===== config.mk =====
export PLATFORM = sky130hd
export DESIGN_NAME = nibble_serial_addsub
export DESIGN_NICKNAME = d
export VERILOG_FILES = /design/src/rtl/nibble_serial_addsub.sv
export SDC_FILE = /design/constraint.sdc
export NUM_CORES = 1
export LEC_CHECK = 0
export ABC_AREA = 1
export CAP_MARGIN = 20
export CORE_UTILIZATION = 45
export DETAILED_ROUTE_END_ITERATION = 16
export PLACE_DENSITY = 0.76
export REMOVE_ABC_BUFFERS = 1
export SYNTH_ARGS = -nofsm -noshare
export SYNTH_HDL_FRONTEND = slang
export SYNTH_SLANG_ARGS = --single-unit

===== constraint.sdc =====
create_clock -name clk -period 3.7 [get_ports clk]
set_input_delay 0.555 -clock clk [delete_from_list [all_inputs] [get_ports clk]]
set_output_delay 0.555 -clock clk [all_outputs]
set_load 0.01 [all_outputs]

===== src/rtl/nibble_serial_addsub.sv =====
// nibble_serial_addsub
//
// W-bit add/subtract (W = 4*NIBBLES) computed by time-sharing a single 4-bit
// ripple-carry adder over NIBBLES consecutive cycles, least-significant
// nibble first. The inter-nibble carry lives in carry_q between cycles.
//
// Handshake: start is a single-cycle request. It is accepted on a rising edge
// only while the controller is IDLE or DONE. In RUN it is ignored, and no
// request is queued. op/a/b matter only in the accepting cycle. Completion is
// signalled by a one-cycle done pulse. result/cout/ovf become valid in that
// same cycle and hold until the next completion or reset.
//
// Ports:
//   clk    rising-edge clock
//   rst    asynchronous active-high reset
//   start  operation request (accepted in IDLE or DONE)
//   op     0 = A+B, 1 = A-B (sampled with start)
//   a, b   W-bit operands (sampled with start)
//   busy   high while nibbles are being processed (RUN)
//   done   one-cycle completion pulse
//   result W-bit sum/difference, modulo 2^W
//   cout   final carry out (subtract: 1 = no borrow)
//   ovf    two's-complement signed overflow

// 4-bit ripple-carry adder slice (A, B, CI -> S, CO).
module nibble_rca4 (
  input  logic [3:0] a,
  input  logic [3:0] b,
  input  logic       ci,
  output logic [3:0] s,
  output logic       co
);
  logic c;

  always_comb begin
    s = '0;
    c = ci;
    for (int i = 0; i < 4; i++) begin
      s[i] = a[i] ^ b[i] ^ c;
      c    = (a[i] & b[i]) | (c & (a[i] ^ b[i]));
    end
    co = c;
  end
endmodule

module nibble_serial_addsub #(
  parameter int NIBBLES = 4
) (
  input  logic                 clk,
  input  logic                 rst,
  input  logic                 start,
  input  logic                 op,
  input  logic [4*NIBBLES-1:0] a,
  input  logic [4*NIBBLES-1:0] b,
  output logic                 busy,
  output logic                 done,
  output logic [4*NIBBLES-1:0] result,
  output logic                 cout,
  output logic                 ovf
);
  localparam int W  = 4 * NIBBLES;
  localparam int IW = $clog2(NIBBLES);

  typedef enum logic [1:0] {
    S_IDLE = 2'd0,
    S_RUN  = 2'd1,
    S_DONE = 2'd2
  } state_t;

  state_t        state;
  logic [W-1:0]  a_q;
  logic [W-1:0]  b_q;
  logic          op_q;
  logic          carry_q;
  logic [IW-1:0] idx;
  logic [W-1:0]  acc;

  logic [3:0]    nib_a;
  logic [3:0]    nib_b;
  logic [3:0]    nib_s;
  logic          nib_co;
  logic [W-1:0]  acc_next;
  logic          last_nib;
  logic          ovf_next;

  // Subtraction is A + ~B + 1: B is inverted here and the +1 is injected
  // through carry_q when the operation is accepted.
  always_comb begin
    nib_a = a_q[4*idx +: 4];
    nib_b = b_q[4*idx +: 4] ^ {4{op_q}};
  end

  nibble_rca4 u_rca (
    .a  (nib_a),
    .b  (nib_b),
    .ci (carry_q),
    .s  (nib_s),
    .co (nib_co)
  );

  // acc with the current nibble merged in, so the final result can be
  // registered on the same edge that writes the last nibble.
  always_comb begin
    acc_next = acc;
    acc_next[4*idx +: 4] = nib_s;
  end

  assign last_nib = (idx == IW'(NIBBLES - 1));

  // Signed overflow from the latched operand MSBs and the result MSB, which
  // is the top bit of the last nibble sum.
  always_comb begin
    if (op_q) ovf_next = (a_q[W-1] != b_q[W-1]) && (nib_s[3] != a_q[W-1]);
    else      ovf_next = (a_q[W-1] == b_q[W-1]) && (nib_s[3] != a_q[W-1]);
  end

  always_ff @(posedge clk or posedge rst) begin
    if (rst) begin
      state   <= S_IDLE;
      a_q     <= '0;
      b_q     <= '0;
      op_q    <= 1'b0;
      carry_q <= 1'b0;
      idx     <= '0;
      acc     <= '0;
      busy    <= 1'b0;
      done    <= 1'b0;
      result  <= '0;
      cout    <= 1'b0;
      ovf     <= 1'b0;
    end else begin
      done <= 1'b0;
      case (state)
        S_IDLE, S_DONE: begin
          if (start) begin
            a_q     <= a;
            b_q     <= b;
            op_q    <= op;
            carry_q <= op;
            idx     <= '0;
            busy    <= 1'b1;
            state   <= S_RUN;
          end else begin
            state   <= S_IDLE;
          end
        end
        S_RUN: begin
          acc     <= acc_next;
          carry_q <= nib_co;
          if (last_nib) begin
            result <= acc_next;
            cout   <= nib_co;
            ovf    <= ovf_next;
            done   <= 1'b1;
            busy   <= 1'b0;
            state  <= S_DONE;
          end else begin
            idx <= idx + 1'b1;
          end
        end
        default: begin
          busy  <= 1'b0;
          state <= S_IDLE;
        end
      endcase
    end
  end
endmodule


After elaboration in Yosys (flattened, before gate mapping)
Index checks and enable logic that the tools add are counted.
Widths: inputs -> output; s select.

word-level totals
  bits in registers = 74
  bits in latches = 0
  RAM bits = 0
  memory bits (read-only) = 0
  word-level logic and storage cells = 73
  memories kept = 0

operators by class
  add/subtract/negate cells = 2
  multiply operators = 0
  div/mod/pow operators = 0
  order comparisons = 0
  equality and inequality tests = 9
  shifts and indexed selects = 4
  muxes and demuxes = 15
  bitwise operators = 21
  reductions and logical operators = 10

operators with widths
  kind                     number
  $neg 4->34               1
  $shift 4x34->16 const A  1
  $shiftx 4x34->16         1
  $shiftx 16x5->4          2
  $bwmux 16                1
  $and 1x1->1              8
  $pmux 2 s2               2
  $reduce_and 2->1         4
  $xor 1x1->1              8
  $mux 1                   7
  $mux 2                   3
  $ne 2x2->1 const B       3
  $eq 2x2->1 const B       2
  $or 1x1->1               4
  $pmux 1 s2               2
  $xor 4x4->4              1
  $reduce_and 3->1         1
  $add 2x1->2 const B      1
  $eq 2x1->1 const B       1
  $logic_and 1x1->1        2
  $logic_not 2->1          1
  $ne 1x1->1               2
  $reduce_bool 2->1        1
  $reduce_or 2->1          1
  $eq 1x1->1               1

Longest topological paths before layout
Gate-level depths: netlist (run 1).

  word-level depth = 13
  gate-level depth with buffers = 18

Cells and area by module
From an unflattened synthesis (run 1), not the netlist that was laid out.

second synthesis, totals
  cells, all modules = 480
  area, all modules = 3623.5 um^2

modules (own cells, without submodules)
  module                times used  cells each  area each (um^2)  seq. area each (um^2)
  nibble_serial_addsub  1           466         3505.9            1851.8
  nibble_rca4           1           14          117.6             0.0

Worst setup path after synthesis (run 1)
Ideal clock, no wire load.

  kind = register -> register
  start point = register idx[1]
  end point = register acc[11]
  data arrival time = 2888 ps
  data required time = 3635 ps
  slack = 747 ps
  stages on the path, launching flop included = 16
  cell sequence = dfrtp_1 -> buf_2 -> inv_1 -> buf_4 -> o21ai_0 -> o21ai_0 -> fa_1 -> inv_1 -> fa_1 -> fa_1 -> fa_1 -> nor2_1 -> nand3_1 -> nand2_1 -> nand2_1 -> nand2_1

between the ends
  longest elaborated chain between the ends = 12

ends and longest elaborated chain
  what                      RTL line  source
  start: declaration        75        logic [IW-1:0] idx;
  start signal: assignment  158       idx <= idx + 1'b1;
  $shiftx 16x5->4           90        nib_b = b_q[4*idx +: 4] ^ {4{op_q}};
  $xor 4x4->4               90
  $xor 1x1->1               39, 40
  $and 1x1->1               40        c = (a[i] & b[i]) | (c & (a[i] ^ b[i]));
  $or 1x1->1                40
  $and 1x1->1               40
  $or 1x1->1                40
  $and 1x1->1               40
  $or 1x1->1                40
  $xor 1x1->1               39        s[i] = a[i] ^ b[i] ^ c;
  $shiftx 4x34->16          105       acc_next[4*idx +: 4] = nib_s;
  $bwmux 16 *               105
  end signal: assignment    148       acc <= acc_next;
  end: declaration          76        logic [W-1:0] acc;

Every way passes the cells marked *; elsewhere a longest branch is shown, timed or not.
A chain may end at the register's enable or synchronous reset.

Worst setup path after layout (run 1)
  start point = register idx[1]
  end point = register acc[7]

The elaborated chain is that of the path after synthesis.

==> results of run 1 <==
## power breakdown
part           switching (W)  internal [W]  total (W)
combinational        0.00119      0.000708    0.00190
sequential          0.000199       0.00113    0.00133
clock               0.000297      0.000434   0.000731
## metal layers
| metal | part of all wire | global-route usage |
|---|---|---|
| met5 | 0 | 0 |
| met3 | 0.043 | 0.0544 |
| met1 | 0.46 | 0.246 |
| met2 | 0.47 | 0.331 |
| met4 | 0.024 | 0.0741 |
## state kept, by name, indices dropped and copies added, names as in the netlist
name / count
idx: 2
result: 16
ovf: 1
op_q: 1
acc: 16
done: 1
b_q: 16
state: 2
a_q: 16
carry_q: 1
busy: 1
cout: 1
## final timing paths
| check | from | to | slack, ns |
|---|---|---|---|
| setup / recovery | idx[1] | acc[7] | 0.53 |
| hold / removal | result[4] | result[4] | 0.48 |
| setup reg to reg | idx[1] | acc[7] | 0.53 |
| hold reg to reg | result[4] | result[4] | 0.48 |
| max in group asynchronous | rst | result[10] | 2.39 |
| min in group asynchronous | rst | result[13] | 0.63 |
## logic make-up after synthesis
group,after synthesis,synth area share
simple gates,325,0.357
flops,74,0.515
buf+inv,44,0.0581
compound gates,17,0.0265
fa+ha+maj,10,0.0432
## Yosys cell counts, types with 3 or more instances
library cell,n,area share
o21ai_0,10,0.014
inv_2,5,0.0052
nand3_1,35,0.049
nand2_1,273,0.29
dfrtp_1,74,0.52
buf_4,6,0.013
ha_1,6,0.021
inv_1,21,0.022
fa_1,4,0.022
nor2_1,13,0.014
o21bai_1,3,0.0063
buf_2,11,0.015
## layout make-up
| cell class | count | area, sq um | area share |
|---|---|---|---|
| sequential | 74 | 1850 | 0.416 |
| tap | 102 | 128 | 0.0287 |
| inverter | 26 | 97.6 | 0.0219 |
| timing repair buffer | 60 | 601 | 0.135 |
| clock buffer | 12 | 165 | 0.0371 |
| clock inverter | 4 | 72.6 | 0.0163 |
| multi-input combinational | 352 | 1530 | 0.345 |
## critical path, cell delays in order, from the launching register on
cell and delay [ns]:
dfrtp_1 0.38, inv_1 0.31, o21ai_0 0.14, o21ai_0 0.24
fa_1 0.21, inv_1 0.05, fa_1 0.38, fa_1 0.40
fa_1 0.47, nor2_1 0.21, nand3_1 0.10, nand2_1 0.08
nand2_1 0.05, nand2_1 0.08
## metrics by stage
stage	cell area (sq um)	power, W	hold slack, ns	utilization	setup WS, ns
5_1_grt	4450	0.00436	0.499	0.576	0.111
2_1_floorplan	3480	0.00260	0.444	-	0.403
3_5_place_dp	4210	0.00325	0.464	0.545	0.535
4_1_cts	4450	0.00399	0.486	0.576	0.518
3_3_place_gp	4210	0.00318	0.462	0.545	0.641
6_report	4450	0.00396	0.481	0.576	0.532
==> impl_metrics.tcl, run 1 <==
set metrics [dict create \
    final_common_cell "nand2_1" \
    numCtsBuffers 9 \
    clockRootBuffer "clkbuf_8" \
    grt_setup_unrepaired "false" \
    async_flop_share 1.00 \
    fill_cells 701 \
    io_pins 56 \
    place_congestion 0.820 \
    cts_sinks 74 \
    synth-seq-area-share 0.515 \
    finalWirelength_mm 7.41 \
    die_area_sq_mm 0.00835 \
    fin_nets 569 \
    die_w_microns 91.4 \
    die_h_microns 91.4 \
    n_antenna_cell 0 \
    cts_tree "yes" \
    clk_pin_slew_ns 0.08 \
    synth-seq-cells 74 \
    min_period_ns 3.17 \
    hold_viol 0 \
    instances_no_fill 630 \
    io_buffer_count 55 \
    postCtsHoldBufs 0 \
    status "completed" \
    synthCells 470 \
    grt_pass1_wl_mm 13.0 \
    ys_types 19 \
    crit_required_ns 3.99 \
    crit_path_end_kind "register" \
    clock_latency_ns 0.36 \
    criticalPathCategory "reg -> reg" \
    grt_usage 0.198 \
    synth_area_sq_mm 0.00359 \
    start_util 0.465 \
    slew_violations 0 \
    via_per_inst 4.78 \
    tightest_slew_ns 0.715 \
    place_hpwl_mm 5.14 \
    grt_overflow 0 \
    powerDensity_mw_per_mm2 890 \
    dp_cells 614 \
    tns_ns 0 \
    drt_iter0_drc 120 \
    synth_edf_count 0 \
    htree_levels 3 \
    startpoint_type "register" \
    area_delta_synth_final_pct 23.8 \
    postCtsSetupBuffers 0 \
    slew_headroom 0.522 \
    syn_avg_cell_area_sq_um 7.65 \
    layout-drive-gt1-share 0.0587 \
    fin_crit_sh 0.856 \
    max-vdd-ir-drop_mv 0.331 \
    ant_nets 0 \
    remaining_drc_errors 0 \
    coreArea_sq_mm 0.00773 \
    layout_common_cells "nand2_1, dfrtp_1, clkdlybuf4s50_1" \
    grt_pass1_vias 2944 \
    r2r_cells 13 \
    grt_max_degree 44 \
    setup_viol 0 \
    max_freq_mhz 316 \
    post_cts_resized 0 \
    worstHoldPathType "reg -> reg" \
    num_vias 3014 \
    synthFlopType "dfrtp_1" \
    placementRows 32 \
    wl_per_cell_microns 11.8 \
    critPathMaxFanout 13 \
    ys_warn_count 0 \
    critical_path_arrival_ns 3.46 \
    leakage_nw 2.38 \
    skew_ns 0.0151 \
    antenna_found_initial 0 \
    dr.pass1.iters 4 \
    hold_depth 2 \
    clk_path_buf_depth 2 \
    drv_cap 0 \
]
Note: power is estimated with default switching activity, not from simulation.
==> inputs of run 2 (changes only) <==
--- a/config.mk
+++ b/config.mk
@@ -11,6 +11,7 @@
 export DETAILED_ROUTE_END_ITERATION = 16
 export PLACE_DENSITY = 0.76
 export REMOVE_ABC_BUFFERS = 1
+export SLEW_MARGIN = 20
 export SYNTH_ARGS = -nofsm -noshare
 export SYNTH_HDL_FRONTEND = slang
 export SYNTH_SLANG_ARGS = --single-unit
==> results of run 2 <==
No change in the layout: final DEF, timing and power equal those of run 1.
